==> src/rtl/mvm_ctrl.sv <==
// mvm_ctrl: control/scheduling FSMs for the streaming matrix-vector multiply
// datapath. A load FSM fills one of two ping-pong input banks (A then x).
// A compute FSM sweeps the other bank through the MAC, writes y rows, and
// then streams the y buffer out.
// Optional build macro MVM_CTRL_STATS_EN adds the jobs_done/stall_cycles
// counters.
module mvm_ctrl #(
  parameter int MAT_SCALE = 4,
  parameter int PIPE_LAT  = 1,
  parameter int AW_A      = $clog2(MAT_SCALE*MAT_SCALE),
  parameter int AW_X      = $clog2(MAT_SCALE)
) (
  input  logic            clk,
  input  logic            reset,
  input  logic            start,
  output logic            ready,
  output logic            start_err,
  output logic            wr_bank,
  output logic            wr_en_a,
  output logic            wr_en_x,
  output logic [AW_A-1:0] addr_a,
  output logic [AW_X-1:0] addr_x,
  output logic            rd_bank,
  output logic [AW_A-1:0] rd_addr_a,
  output logic [AW_X-1:0] rd_addr_x,
  output logic            mac_en,
  output logic            acc_clr,
  output logic            y_wr_en,
  output logic [AW_X-1:0] y_addr,
  output logic            done,
  output logic            out_valid,
  output logic [AW_X-1:0] out_addr
`ifdef MVM_CTRL_STATS_EN
  ,
  output logic [15:0]     jobs_done,
  output logic [15:0]     stall_cycles
`endif
);

  localparam logic [AW_A-1:0] A_LAST = AW_A'(MAT_SCALE*MAT_SCALE-1);
  localparam logic [AW_X-1:0] X_LAST = AW_X'(MAT_SCALE-1);
  localparam logic [2:0]      D_LAST = 3'(PIPE_LAT-1);

  typedef enum logic [1:0] {L_IDLE, L_A, L_X} lstate_t;
  typedef enum logic [2:0] {C_IDLE, C_MAC, C_DRAIN, C_DONE, C_OUT} cstate_t;

  lstate_t l_state, l_next;
  cstate_t c_state, c_next;

  logic            alive;      // low while reset is held so ready/start_err stay 0
  logic [1:0]      bank_full;
  logic            wb, rb;
  logic [AW_A-1:0] a_cnt;
  logic [AW_X-1:0] x_cnt;
  logic [AW_A-1:0] m_cnt;
  logic [AW_X-1:0] k_cnt, r_cnt, o_cnt;
  logic [2:0]      d_cnt;
  logic            last_x, tgt, rdy, accept, full_now;
  logic            src_v;
  logic [AW_X-1:0] src_r;
  logic            pv_reg [PIPE_LAT];
  logic [AW_X-1:0] pr_reg [PIPE_LAT];

  // Handshake: a load may start from idle or chain straight off the final x cycle
  assign last_x    = (l_state == L_X) && (x_cnt == X_LAST);
  assign tgt       = (l_state == L_IDLE) ? wb : ~wb;
  assign rdy       = alive && ((l_state == L_IDLE) || last_x) && !bank_full[tgt];
  assign accept    = start && rdy;
  assign ready     = rdy;
  assign start_err = alive && start && !rdy;
  assign wr_bank   = wb;
  assign rd_bank   = rb;

  // Bank about to be computable, including the one finishing its load this cycle
  assign full_now  = bank_full[rb] || (last_x && (wb == rb));

  // Liveness flag released on the first edge after reset
  always_ff @(posedge clk or posedge reset) begin
    if (reset) alive <= 1'b0;
    else       alive <= 1'b1;
  end

  // Load FSM state, write counters and bank pointer
  always_ff @(posedge clk or posedge reset) begin
    if (reset) begin
      l_state <= L_IDLE;
      a_cnt   <= '0;
      x_cnt   <= '0;
      wb      <= 1'b0;
    end else begin
      l_state <= l_next;
      a_cnt   <= (l_state == L_A && a_cnt != A_LAST) ? a_cnt + 1'b1 : '0;
      x_cnt   <= (l_state == L_X && !last_x) ? x_cnt + 1'b1 : '0;
      if (last_x) wb <= ~wb;
    end
  end

  // Load FSM next state and write-side outputs
  always_comb begin
    l_next  = l_state;
    wr_en_a = 1'b0;
    wr_en_x = 1'b0;
    addr_a  = '0;
    addr_x  = '0;
    case (l_state)
      L_IDLE: if (accept) l_next = L_A;
      L_A: begin
        wr_en_a = 1'b1;
        addr_a  = a_cnt;
        if (a_cnt == A_LAST) l_next = L_X;
      end
      L_X: begin
        wr_en_x = 1'b1;
        addr_x  = x_cnt;
        if (last_x) l_next = accept ? L_A : L_IDLE;
      end
      default: l_next = L_IDLE;
    endcase
  end

  // Bank occupancy: released by compute on done, claimed at end of a load
  always_ff @(posedge clk or posedge reset) begin
    if (reset) begin
      bank_full <= 2'b00;
    end else begin
      if (c_state == C_DONE) bank_full[rb] <= 1'b0;
      if (last_x)            bank_full[wb] <= 1'b1;
    end
  end

  // Compute FSM state, row/column sweep counters and read bank pointer
  always_ff @(posedge clk or posedge reset) begin
    if (reset) begin
      c_state <= C_IDLE;
      m_cnt   <= '0;
      k_cnt   <= '0;
      r_cnt   <= '0;
      d_cnt   <= '0;
      o_cnt   <= '0;
      rb      <= 1'b0;
    end else begin
      c_state <= c_next;
      m_cnt   <= (c_state == C_MAC && m_cnt != A_LAST) ? m_cnt + 1'b1 : '0;
      if (c_state == C_MAC) begin
        if (k_cnt == X_LAST) begin
          k_cnt <= '0;
          r_cnt <= (r_cnt == X_LAST) ? '0 : r_cnt + 1'b1;
        end else begin
          k_cnt <= k_cnt + 1'b1;
        end
      end else begin
        k_cnt <= '0;
        r_cnt <= '0;
      end
      d_cnt <= (c_state == C_DRAIN && d_cnt != D_LAST) ? d_cnt + 1'b1 : '0;
      o_cnt <= (c_state == C_OUT && o_cnt != X_LAST) ? o_cnt + 1'b1 : '0;
      if (c_state == C_DONE) rb <= ~rb;
    end
  end

  // Compute FSM next state and MAC/result outputs
  always_comb begin
    c_next    = c_state;
    mac_en    = 1'b0;
    acc_clr   = 1'b0;
    rd_addr_a = '0;
    rd_addr_x = '0;
    done      = 1'b0;
    out_valid = 1'b0;
    out_addr  = '0;
    case (c_state)
      C_IDLE: if (full_now) c_next = C_MAC;
      C_MAC: begin
        mac_en    = 1'b1;
        acc_clr   = (k_cnt == '0);
        rd_addr_a = m_cnt;
        rd_addr_x = k_cnt;
        if (m_cnt == A_LAST) c_next = C_DRAIN;
      end
      C_DRAIN: if (d_cnt == D_LAST) c_next = C_DONE;
      C_DONE: begin
        done   = 1'b1;
        c_next = C_OUT;
      end
      C_OUT: begin
        out_valid = 1'b1;
        out_addr  = o_cnt;
        if (o_cnt == X_LAST) c_next = full_now ? C_MAC : C_IDLE;
      end
      default: c_next = C_IDLE;
    endcase
  end

  // Row-complete marker entering the accumulator-latency delay line
  assign src_v = (c_state == C_MAC) && (k_cnt == X_LAST);
  assign src_r = src_v ? r_cnt : '0;

  // (valid,row) delay line matching the MAC pipeline latency
  for (genvar gi = 0; gi < PIPE_LAT; gi++) begin : g_ypipe
    if (gi == 0) begin : g_head
      // First stage captures the row that just finished its last column
      always_ff @(posedge clk or posedge reset) begin
        if (reset) begin
          pv_reg[gi] <= 1'b0;
          pr_reg[gi] <= '0;
        end else begin
          pv_reg[gi] <= src_v;
          pr_reg[gi] <= src_r;
        end
      end
    end else begin : g_tail
      // Later stages just shift the marker along
      always_ff @(posedge clk or posedge reset) begin
        if (reset) begin
          pv_reg[gi] <= 1'b0;
          pr_reg[gi] <= '0;
        end else begin
          pv_reg[gi] <= pv_reg[gi-1];
          pr_reg[gi] <= pr_reg[gi-1];
        end
      end
    end
  end

  assign y_wr_en = pv_reg[PIPE_LAT-1];
  assign y_addr  = pr_reg[PIPE_LAT-1];

`ifdef MVM_CTRL_STATS_EN
  // Saturating job and stall counters
  always_ff @(posedge clk or posedge reset) begin
    if (reset) begin
      jobs_done    <= '0;
      stall_cycles <= '0;
    end else begin
      if (c_state == C_DONE && jobs_done != 16'hFFFF)
        jobs_done <= jobs_done + 16'd1;
      if ((c_state == C_IDLE || c_state == C_OUT) && bank_full[~rb] &&
          stall_cycles != 16'hFFFF)
        stall_cycles <= stall_cycles + 16'd1;
    end
  end
`endif

endmodule
==> config.mk <==
export PLATFORM = sky130hd
export DESIGN_NAME = mvm_ctrl
export DESIGN_NICKNAME = d
export VERILOG_FILES = /design/src/rtl/mvm_ctrl.sv
export SDC_FILE = /design/constraint.sdc
export NUM_CORES = 1
export LEC_CHECK = 0
export CORE_MARGIN = 2
export CORE_UTILIZATION = 40
export DETAILED_ROUTE_END_ITERATION = 10
export GPL_ROUTABILITY_DRIVEN = 0
export PLACE_DENSITY_LB_ADDON = 0.05
export SLEW_MARGIN = 20
export SYNTH_ARGS = -nofsm -noshare
export SYNTH_HDL_FRONTEND = slang
export SYNTH_SLANG_ARGS = --single-unit
==> constraint.sdc <==
create_clock -name clk -period 1.45 [get_ports clk]
set_input_delay 0.2175 -clock clk [delete_from_list [all_inputs] [get_ports clk]]
set_output_delay 0.2175 -clock clk [all_outputs]
set_load 0.05 [all_outputs]
### Yosys cells after proc, flatten, opt, wreduce, memory -nomap -nowiden

Cells that the tools add are included.
Widths: inputs -> output; s select.

* output and inout bits: 27
* latch bits: 0
* bits in writable memories: 0
* bits in read-only memories: 0
* bits in registers: 32
* memories: 0
* input port bits: 3

* shift operators: 0
* order comparisons: 5
* equality and inequality tests: 24
* bitwise gates (word level): 5
* muxes and demuxes: 44
* add/subtract/negate cells: 7
* reductions and logical operators: 27
* multiply operators: 0
* div/mod/pow operators: 0

Operators by type and width (number)
* $mux 2: 16
* $mux 4: 4
* $logic_and 1x1->1: 15
* $mux 1: 15
* $mux 3: 5
* $pmux 3 s5: 1
* $eq 2x2->1 const B: 5
* $ne 2x2->1 const B: 5
* $add 2x1->2 const B: 4
* $add 4x1->4 const B: 2
* $eq 4x4->1 const B: 2
* $ne 2x1->1 const B: 4
* $ne 4x4->1 const B: 2
* $eq 3x2->1 const B: 2
* $logic_not 3->1: 2
* $lt 1x2->1 const B: 3
* $pmux 2 s3: 1
* $logic_not 2->1: 2
* $reduce_and 4->1: 1
* $add 3x1->3 const B: 1
* $eq 3x1->1 const B: 1
* $eq 3x3->1 const B: 1
* $logic_not 1->1: 3
* $reduce_and 3->1: 1
* other kinds (10): 14

### Logic depth before layout (Yosys ltp)

Gate-level depths: netlist of the first run.

* depth after elaboration: 10
* mapped depth: 6

### Worst setup path before layout of the first run

Ideal clock, no wire load.

* path type: register to output
* start: reg wb, in the netlist wr_bank
* end: out ready
* setup slack: -1230 ps
* data required time: 1233 ps
* buffers on the path: 0
* data arrival time: 2463 ps
* stages on the path, launching flop included: 3
* path through: dfrtp_1 mux4_2 nor3b_1

* cells in the longest elaborated chain, start to end: 6

Ends and longest elaborated chain
* from (decl): line 52 `logic wb, rb;`
* from (signal assigned): line 94 `if (last_x) wb <= ~wb;`
* $not 1->1: line 66 `assign tgt = (l_state == L_IDLE) ? wb : ~wb;`
* $mux 1 (*): line 66
* $mux 1 (implied by the code) (*) (2 in a row): line 67 `assign rdy = alive && ((l_state == L_IDLE) || last_x) && !bank_full[tgt];`
* $logic_not 1->1 (*): line 67
* $logic_and 1x1->1 (*): line 67
* to (decl): line 16 `output logic ready,`

Every way passes the cells marked *; elsewhere a longest branch is shown, timed or not. The select of a mux whose other input is x is not followed.

### Worst setup path after layout of the first run

* start: reg x_cnt[1]
* end: out ready

* cells in the longest elaborated chain, start to end: 5

Ends and longest elaborated chain
* from (decl): line 54 `logic [AW_X-1:0] x_cnt;`
* from (signal assigned): line 93 `x_cnt <= (l_state == L_X && !last_x) ? x_cnt + 1'b1 : '0;`
* $eq 2x2->1: line 65 `assign last_x = (l_state == L_X) && (x_cnt == X_LAST);`
* $logic_and 1x1->1: line 65
* $logic_or 1x1->1: line 67
* $logic_and 1x1->1 (2 in a row): line 67

Every way passes these cells.

==> results.md, run 1 <==
- Crit path capture type: output pin
- Critical path peak fanout: 3
- Area of the multi-input gates: 811 um2
- Crit path cell chain: ha_4 > nand2b_1 > mux4_2 > nor3b_4 > buf_12
- DR vias: 1313
- Share of post-route cells with drive strength above 1: 49.8%
- Drt first pass iters: 6
- Drt wl/cell: 13.3 um
- Synth Instances: 146
- HP Class: in2async
- I/O pins: 30
- Initial antenna violation count: 0
- Fin crit share: 142%
- Gr ovfl total: 0
- Clk pin slew, worst setup/hold paths: 0.06 ns
- Max Cap Viol: 0
- Worst Path Required: 1.23 ns
- Total track usage: 18.9%
- Fin. Hold Viols: 0
- Die Y: 66.6 um
- Critical path class: reg2out
- Minimum clock period: 2.06 ns
- Status: finished, violations left
- DRT iter0 DRCs: 51
- Die X: 66.6 um
- Most frequent cells in the layout: dfrtp_1 (29), buf_4 (29), buf_12 (24)
- Slowest stage delay, CP: 0.52 ns
- Post-route worst setup slack: -0.611 ns
- Hold_buf cts: 0
- Mapped cell area: 1570 um2
- Num CTS Buffers: 5
- P per Cell Area: 1120 nW/um2
- Synth warn: 0
- Area leader, netlist: dfrtp_1
- Root Buffer: clkbuf_8
- DR vias/cell: 4.92
- Core ar.: 3720 um2
- Cell family with most CP delay: multiplexers
- Register area: 805 um2
- TritonCTS clock tree: done
- Avg Inst Size Synth: 10.7 um2
- Synth area leaders: dfrtp_1 (51%), ha_1 (7.2%), and2_1 (6.0%)
- Power, Total: 3.00 mW
- # DRC: 0
- Peak supply drop: 0.00154 V
- CP startpoint kind: flip-flop
- CP arrival: 1.84 ns
- Number of global-route vias before repair: 1394
- Fin cells: 267
- Final slew viol count: 0
- Core Rows: 22
- Yosys reg bits: 32
- Area Growth Syn to Fin: 71.6%
- Final ANT Viol Nets: 0
- Crit path buf inv count: 1
- RSZ-0062 raised after global routing: yes
- Hold Worst Slack: 0.261 ns
- Final setup fails: 23
- Placed cells: 242
- Mapped Nets: 158
- Sequential-to-total area share from yosys stat: 51.1%
- Synth cell types: 40
- Critical path's slowest cell: mux4_2
- Worst-Skew Late Latency: 0.29 ns
- Core Util, Final: 72.3%
- H-tree depth: 2
- Largest net degree at the start of global routing: 33
- Antenna Cells: 0
- Fill cell count: 270
- Failing checks: negative setup slack
- Post-DP HPWL: 2.46 mm
- Number of nets in the layout: 230
- # port buffers: 29
- Max frequency: 485 MHz
- Leak: 1.28 nW
- First-pass GRT wire length: 6.22 mm
- CTS sink cnt: 32
- Area share of the largest cell type after synthesis: 51.1%
- Initial Util: 42.2%
- Die ar.: 4430 um2
- Clk_skew: 0.00301 ns
- Post-Route WL: 3.55 mm
- Clock Path Buffers: 2
[per-layer routing]
metal | part of all wire (%) | wire, um | vias to the layer above | GRT usage [%]
li1 | - | - | 636 | -
met1 | 40 | 1430 | 636 | 21.5
met2 | 52 | 1860 | 32 | 32.5
met3 | 4.6 | 163 | 9 | 5.41
met4 | 2.6 | 93 | 0 | 8.93
met5 | 0 | 0 | - | 0
[state kept, by name, summed over array words and instances, names as in the netlist]
name       count
o_cnt          2
m_cnt          4
r_cnt          2
alive          1
c_state        3
a_cnt          4
x_cnt          2
l_state        2
bank_full      2
rd_bank        1
d_cnt          3
y_wr_en        1
wr_bank        1
y_addr         2
k_cnt          2
[tightest hold or removal path: stages]
cell and delay (ns):
clkdlybuf4s50_1 0.39, inv_1 0.09, buf_12 0.21
[kinds of logic after synthesis]
kind of cell,count (synthesis),synth area share (%)
AND/OR/NAND/NOR,66,23.3
buffers and inverters,15,5.19
multiplexers,4,3.35
XOR/XNOR,5,2.80
AO/OA/AOI/OAI,14,6.79
flip-flops,32,51.1
adder cells (fa/ha/maj),9,7.19
other,1,0.239
[timing repair]
action                                  in CTS  in global routing
pin swaps                                    7                  5
endpoints found under the setup margin      23                 26
buffers inserted                            11                  9
gates resized for setup                     12                 12
[cell type report]
| cell class | count | share of cell area (%) |
|---|---|---|
| timing repair buffer | 68 | 32.2 |
| sequential | 32 | 29.9 |
| tap | 48 | 2.23 |
| multi-input combinational | 99 | 30.2 |
| clock buffer | 8 | 3.35 |
| inverter | 12 | 2.14 |
[cells in the mapped netlist, drive strengths merged]
library cell,n
inv,11
nand3b,1
a22oi,1
nand3,3
nor2b,3
nand4bb,1
o22ai,1
a211o,1
nor4b,1
nor3b,3
mux2i,3
conb,1
xnor2,4
dfrtp,32
nand4b,1
ha,9
nor4,1
buf,3
o221ai,1
nand2b,7
o21ai,2
or3,1
mux4,1
nand2,8
a21oi,2
xor2,1
and3,4
nor3,3
clkinv,1
o21ba,1
and2,15
a21o,1
a31oi,1
o31ai,1
nor2,14
a221o,1
a311oi,1
[where the power goes]
part,switching [mW],internal (mW),leakage (nW)
clock,0.320,0.387,0.0455
sequential,0.0888,0.969,0.422
combinational,0.605,0.631,0.815
[per-stage QoR]
step | worst slack (ns) | TNS [ns] | instance area, um2
6_report | -0.611 | -4.29 | 2690
5_1_grt | -0.673 | -5.57 | 2690
4_1_cts | -0.626 | -4.64 | 2600
3_5_place_dp | -0.332 | -0.856 | 2380
3_3_place_gp | -0.289 | -0.733 | 2380
2_1_floorplan | -0.432 | -1.77 | 1680
[final timing paths]
kind / startpoint / endpoint / slack [ns] / cells past startpoint
min in group clk: o_cnt[0] / o_cnt[0] / 0.47 / 1
worst min register to register: o_cnt[0] / o_cnt[0] / 0.47 / 1
worst min-delay path: reset / y_addr[0] / 0.26 / 3
worst max register to register: x_cnt[1] / l_state[0] / -0.13 / 5
worst max-delay path: x_cnt[1] / ready / -0.61 / 5
max in group asynchronous: reset / l_state[0] / 1.01 / 3
No activity file was read; power rests on OpenSTA's default activity.
==> run 2: changes to the inputs <==
--- a/config.mk
+++ b/config.mk
@@ -9,6 +9,7 @@
 export CORE_UTILIZATION = 40
 export DETAILED_ROUTE_END_ITERATION = 10
 export GPL_ROUTABILITY_DRIVEN = 0
+export HOLD_SLACK_MARGIN = 0.08
 export PLACE_DENSITY_LB_ADDON = 0.05
 export SLEW_MARGIN = 20
 export SYNTH_ARGS = -nofsm -noshare
==> constraint.sdc (replaced) <==
create_clock -name clk -period 2.1 [get_ports clk]
set_input_delay 0.315 -clock clk [delete_from_list [all_inputs] [get_ports clk]]
set_output_delay 0.315 -clock clk [all_outputs]
set_load 0.05 [all_outputs]
==> results.md, run 2 (synthesized netlist as in run 1, its figures left out) <==
- Max frequency: 470 MHz
- # DRC: 0
- Fin crit share: 101%
- Area Growth Syn to Fin: 37.6%
- Core Util, Final: 58.0%
- Drt wl/cell: 12.2 um
- Initial antenna violation count: 0
- Critical path peak fanout: 3
- Die ar.: 4430 um2
- Root Buffer: clkbuf_8
- First-pass GRT wire length: 5.19 mm
- DR vias: 1126
- Worst-Skew Late Latency: 0.28 ns
- Setup TNS: -0.0291 ns
- Worst Path Required: 1.78 ns
- CP arrival: 1.81 ns
- Number of nets in the layout: 196
- RSZ-0062 raised after global routing: yes
- Slowest stage delay, CP: 0.53 ns
- Cell family with most CP delay: multiplexers
- Total track usage: 15.8%
- P per Cell Area: 816 nW/um2
- Share of post-route cells with drive strength above 1: 23.4%
- Peak supply drop: 0.00101 V
- Reg-to-Reg End: l_state[0]
- Most frequent cells in the layout: dfrtp_1 (31), and2_1 (15), nor2_1 (14)
- Crit path buf inv count: 1
- Antenna Cells: 0
- Commonest non-fill, non-tap cell in the layout: dfrtp_1
- Minimum clock period: 2.13 ns
- H-tree depth: 2
- Post-DP HPWL: 2.08 mm
- Clk_skew: 0.00157 ns
- Worst reg2reg path depth: 5
- Failing checks: negative setup slack
- Critical path class: reg2out
- Drt first pass iters: 4
- Crit path capture type: output pin
- HP Class: in2async
- DR vias/cell: 4.85
- Clk pin slew, worst setup/hold paths: 0.06 ns
- Hold_buf cts: 0
- Clock Path Buffers: 2
- Worst R2R Start: x_cnt[0]
- CP startpoint kind: flip-flop
- Initial Util: 42.2%
- Fin. Hold Viols: 0
- Fin cells: 232
- Placed cells: 223
- Final slew viol count: 0
- Critical path's slowest cell: mux4_2
- I/O pins: 30
- Die Y: 66.6 um
- R2r setup slk: 0.52 ns
- TritonCTS clock tree: done
- Leak: 1.05 nW
- Die X: 66.6 um
- Num CTS Buffers: 5
- Post-Route WL: 2.84 mm
- # port buffers: 29
- Status: finished, violations left
- Number of global-route vias before repair: 1152
- Core ar.: 3720 um2
- Largest net degree at the start of global routing: 33
- Max Cap Viol: 0
- Design Area, Final: 2160 um2
- Final setup fails: 1
- Gr ovfl total: 0
- CTS sink cnt: 32
- Post-route worst setup slack: -0.0291 ns
- Top Registers: a_cnt: 4 flops, m_cnt: 4 flops
- Crit path cell chain: ha_2 > nand2b_1 > mux4_2 > nor3b_4 > buf_12
- Area after DPL: 2030 um2
- DRT iter0 DRCs: 57
- Final ANT Viol Nets: 0
- Core Rows: 22
[run 2: cell types whose count changed in the layout (fill, tap and decap cells not counted), moves of 5 or more]
cell             previous run  this run
buf_4                      29        13
and2_4                     13         0
buf_6                      13         1
clkdlybuf4s50_1             2         7
and2_1                      2        15
buf_12                     24        13
[run 2: cell type report]
cell class | count | area [um2]
repair buffers | 34 | 439
clock buffers | 7 | 96.3
flip-flops and latches | 32 | 802
fillers | 337 | 1560
multi-input cells | 99 | 708
inverters | 12 | 50.0
well taps | 48 | 60.1
[run 2: worst max-delay path by stage]
stage	from	end	slack (ns)	cells after the start
after floorplan	wr_bank	ready	-0.19	2
after global placement	x_cnt[0]	ready	0.26	5
after detailed placement	x_cnt[0]	ready	0.21	5
after CTS	x_cnt[0]	ready	-0.07	5
after global routing	x_cnt[0]	ready	-0.11	5
final	x_cnt[0]	ready	-0.03	5
[run 2: per-stage QoR]
stage               hold WS (ns)  power, mW  setup WS [ns]
finish                     0.425       1.76        -0.0291
global route               0.479       1.86         -0.115
CTS                        0.432       1.78        -0.0661
detailed placement         0.446       1.26          0.215
global placement           0.436       1.26          0.256
floorplan                  0.424       1.10         -0.190
[run 2: power by group]
group / total (mW) / switching [mW] / internal [mW]
Combinational: 0.531 / 0.340 / 0.191
Sequential: 0.727 / 0.0604 / 0.667
Clock: 0.501 / 0.209 / 0.291
Total: 1.76 / 0.610 / 1.15
[run 2: worst min-delay path, delay by kind of cell]
kind / cells / cell delay [ns]
buf+inv: 3 / 0.80
[run 2: per-layer routing]
metal | vias to the layer above | share of wire (%) | global-route usage, %
met5 | - | 0 | 0
met4 | 0 | 1.7 | 6.89
met3 | 5 | 4.3 | 4.73
met2 | 24 | 47 | 25.0
met1 | 537 | 47 | 20.0
li1 | 560 | - | -
[run 2: repair_timing]
action	in CTS	in global routing
buffers inserted	1	1
setup endpoints to repair	7	3
gates cloned	0	0
gates resized for setup	4	1
==> run 3: changes to the inputs <==
--- a/config.mk
+++ b/config.mk
@@ -5,6 +5,7 @@
 export SDC_FILE = /design/constraint.sdc
 export NUM_CORES = 1
 export LEC_CHECK = 0
+export CORE_ASPECT_RATIO = 1.5
 export CORE_MARGIN = 2
 export CORE_UTILIZATION = 40
 export DETAILED_ROUTE_END_ITERATION = 10
==> results.md, run 3 (synthesized netlist as in run 1, its figures left out) <==
- Status: finished, violations left
- Failing checks: negative setup slack
- Drt first pass iters: 4
- Final setup fails: 1
- Area Growth Syn to Fin: 37.9%
- # DRC: 0
- Minimum clock period: 2.14 ns
- Slew headroom: 66.0%
- DRT iter0 DRCs: 7
- Critical path class: reg2out
- Worst reg2reg path depth: 5
- First-pass GRT wire length: 4.84 mm
- Fin crit share: 102%
- Most frequent cells in the layout: dfrtp_1 (32), and2_1 (15), nor2_1 (14), buf_4 (14), buf_12 (13)
- Core ar.: 3720 um2
- Leak: 1.05 nW
- H-tree depth: 2
- Critical path peak fanout: 3
- Switching share of power: 35.4%
- R2r setup slk: 0.53 ns
- Initial Util: 42.2%
- Worst R2R Start: x_cnt[1]
- CP startpoint kind: flip-flop
- CP arrival: 1.82 ns
- Final slew viol count: 0
- # port buffers: 29
- Slowest stage delay, CP: 0.52 ns
- Comb power frac: 30.8%
- Fin cells: 229
- Gr ovfl total: 0
- Area after DPL: 2020 um2
- Post-Route WL: 2.87 mm
- RSZ-0062 raised after global routing: yes
- Placed cells: 218
- Core Rows: 27
- Initial antenna violation count: 0
- Worst Path Required: 1.78 ns
- Num CTS Buffers: 5
- Hold_buf cts: 0
- Post-route worst setup slack: -0.0377 ns
- Worst-Skew Late Latency: 0.28 ns
- Clock Path Buffers: 2
- Die Y: 80.6 um
- Antenna Cells: 0
- Clk_skew: 0.00296 ns
- Crit path cell chain: ha_4 > nand2b_1 > mux4_2 > nor3b_4 > buf_12
- Number of global-route vias before repair: 1135
- Peak supply drop: 0.000928 V
- Reg-to-Reg End: l_state[0]
- Largest net degree at the start of global routing: 33
- Critical path's slowest cell: mux4_2
- Design Area, Final: 2160 um2
- Clock Power Share: 27.4%
- DR vias: 1149
- Number of nets in the layout: 197
- HP Class: in2async
- Total track usage: 15.4%
- Max frequency: 468 MHz
- DR vias/cell: 5.02
- P_sw: 616 uW
- Die X: 55.1 um
- Crit path capture type: output pin
- Final ANT Viol Nets: 0
- TritonCTS clock tree: done
- Drt wl/cell: 12.5 um
- CTS sink cnt: 32
- Worst Max-Slew Pin Slew: 0.509 ns
- Clk pin slew, worst setup/hold paths: 0.06 ns
- Root Buffer: clkbuf_8
- Flop pwr share: 41.8%
- Post-DP HPWL: 2.16 mm
- Max Cap Viol: 0
- P per Cell Area: 806 nW/um2
- Top Registers: a_cnt: 4 flops, m_cnt: 4 flops
- Fin. Hold Viols: 0
- Pint: 1.12 mW
- Share of post-route cells with drive strength above 1: 22.6%
- Commonest non-fill, non-tap cell in the layout: dfrtp_1
- Die ar.: 4440 um2
- I/O pins: 30
-- run 3: changes by cell type in the layout (fill, tap and decap cells not counted) --
cell      previous run  this run
ha_4                 0         1
clkbuf_1             0         2
buf_4               13        14
ha_2                 1         0
dfrtp_2              1         0
dfrtp_1             31        32
clkbuf_8             7         6
-- run 3: what timing repair did --
item                                   4_1_cts  5_1_grt
setup endpoints to repair                    7        2
pin swaps                                    2        1
resized for setup                            4        1
endpoints found under the hold margin        0        0
buffers inserted                             2        1
-- run 3: layout make-up --
cell class	instances	area, um2
tap	43	53.8
timing repair buffer	35	447
clock buffer	8	90.1
fill	321	1560
sequential	32	801
inverter	12	50.0
multi-input combinational	99	718
-- run 3: worst max-delay path by stage --
| stage | startpoint | end | slack (ns) | depth (start not counted) |
|---|---|---|---|---|
| floorplan | wr_bank | ready | -0.19 | 2 |
| global placement | x_cnt[0] | ready | 0.26 | 5 |
| detailed placement | x_cnt[0] | ready | 0.21 | 5 |
| CTS | x_cnt[0] | ready | -0.08 | 5 |
| global route | x_cnt[1] | ready | -0.12 | 5 |
| finish | x_cnt[1] | ready | -0.04 | 5 |
-- run 3: power by group through the flow --
stage / registers (mW) / logic [mW] / clock network (mW)
2_1_floorplan: 0.719 / 0.383 / 0
3_3_place_gp: 0.732 / 0.522 / 0
3_5_place_dp: 0.735 / 0.530 / 0
4_1_cts: 0.728 / 0.541 / 0.496
5_1_grt: 0.734 / 0.571 / 0.526
6_report: 0.728 / 0.536 / 0.477
-- run 3: critical path: cells and delay by family (launching register included) --
family	cells	cell delay, ns
adder cells (fa/ha/maj)	1	0.16
buffers and inverters	1	0.17
flip-flops	1	0.40
multiplexers	1	0.52
AND/OR/NAND/NOR	2	0.30
-- run 3: metal layers --
metal	part of all wire, %	vias to the layer above	GRT usage [%]
li1	-	564	-
met1	39	554	16.5
met2	54	24	25.8
met3	4.8	7	5.58
met4	2.5	0	7.32
met5	0	-	0
-- run 3: metrics by stage --
step           hold WS [ns]  TNS (ns)  util, %  worst slack [ns]  power (mW)
6_report              0.421   -0.0377     58.1           -0.0377        1.74
5_1_grt               0.471    -0.170     58.1            -0.117        1.83
4_1_cts               0.439   -0.0762     57.6           -0.0762        1.76
3_5_place_dp          0.445         0     54.3             0.214        1.26
3_3_place_gp          0.439         0     54.3             0.262        1.25
2_1_floorplan         0.424    -0.190        -            -0.190        1.10
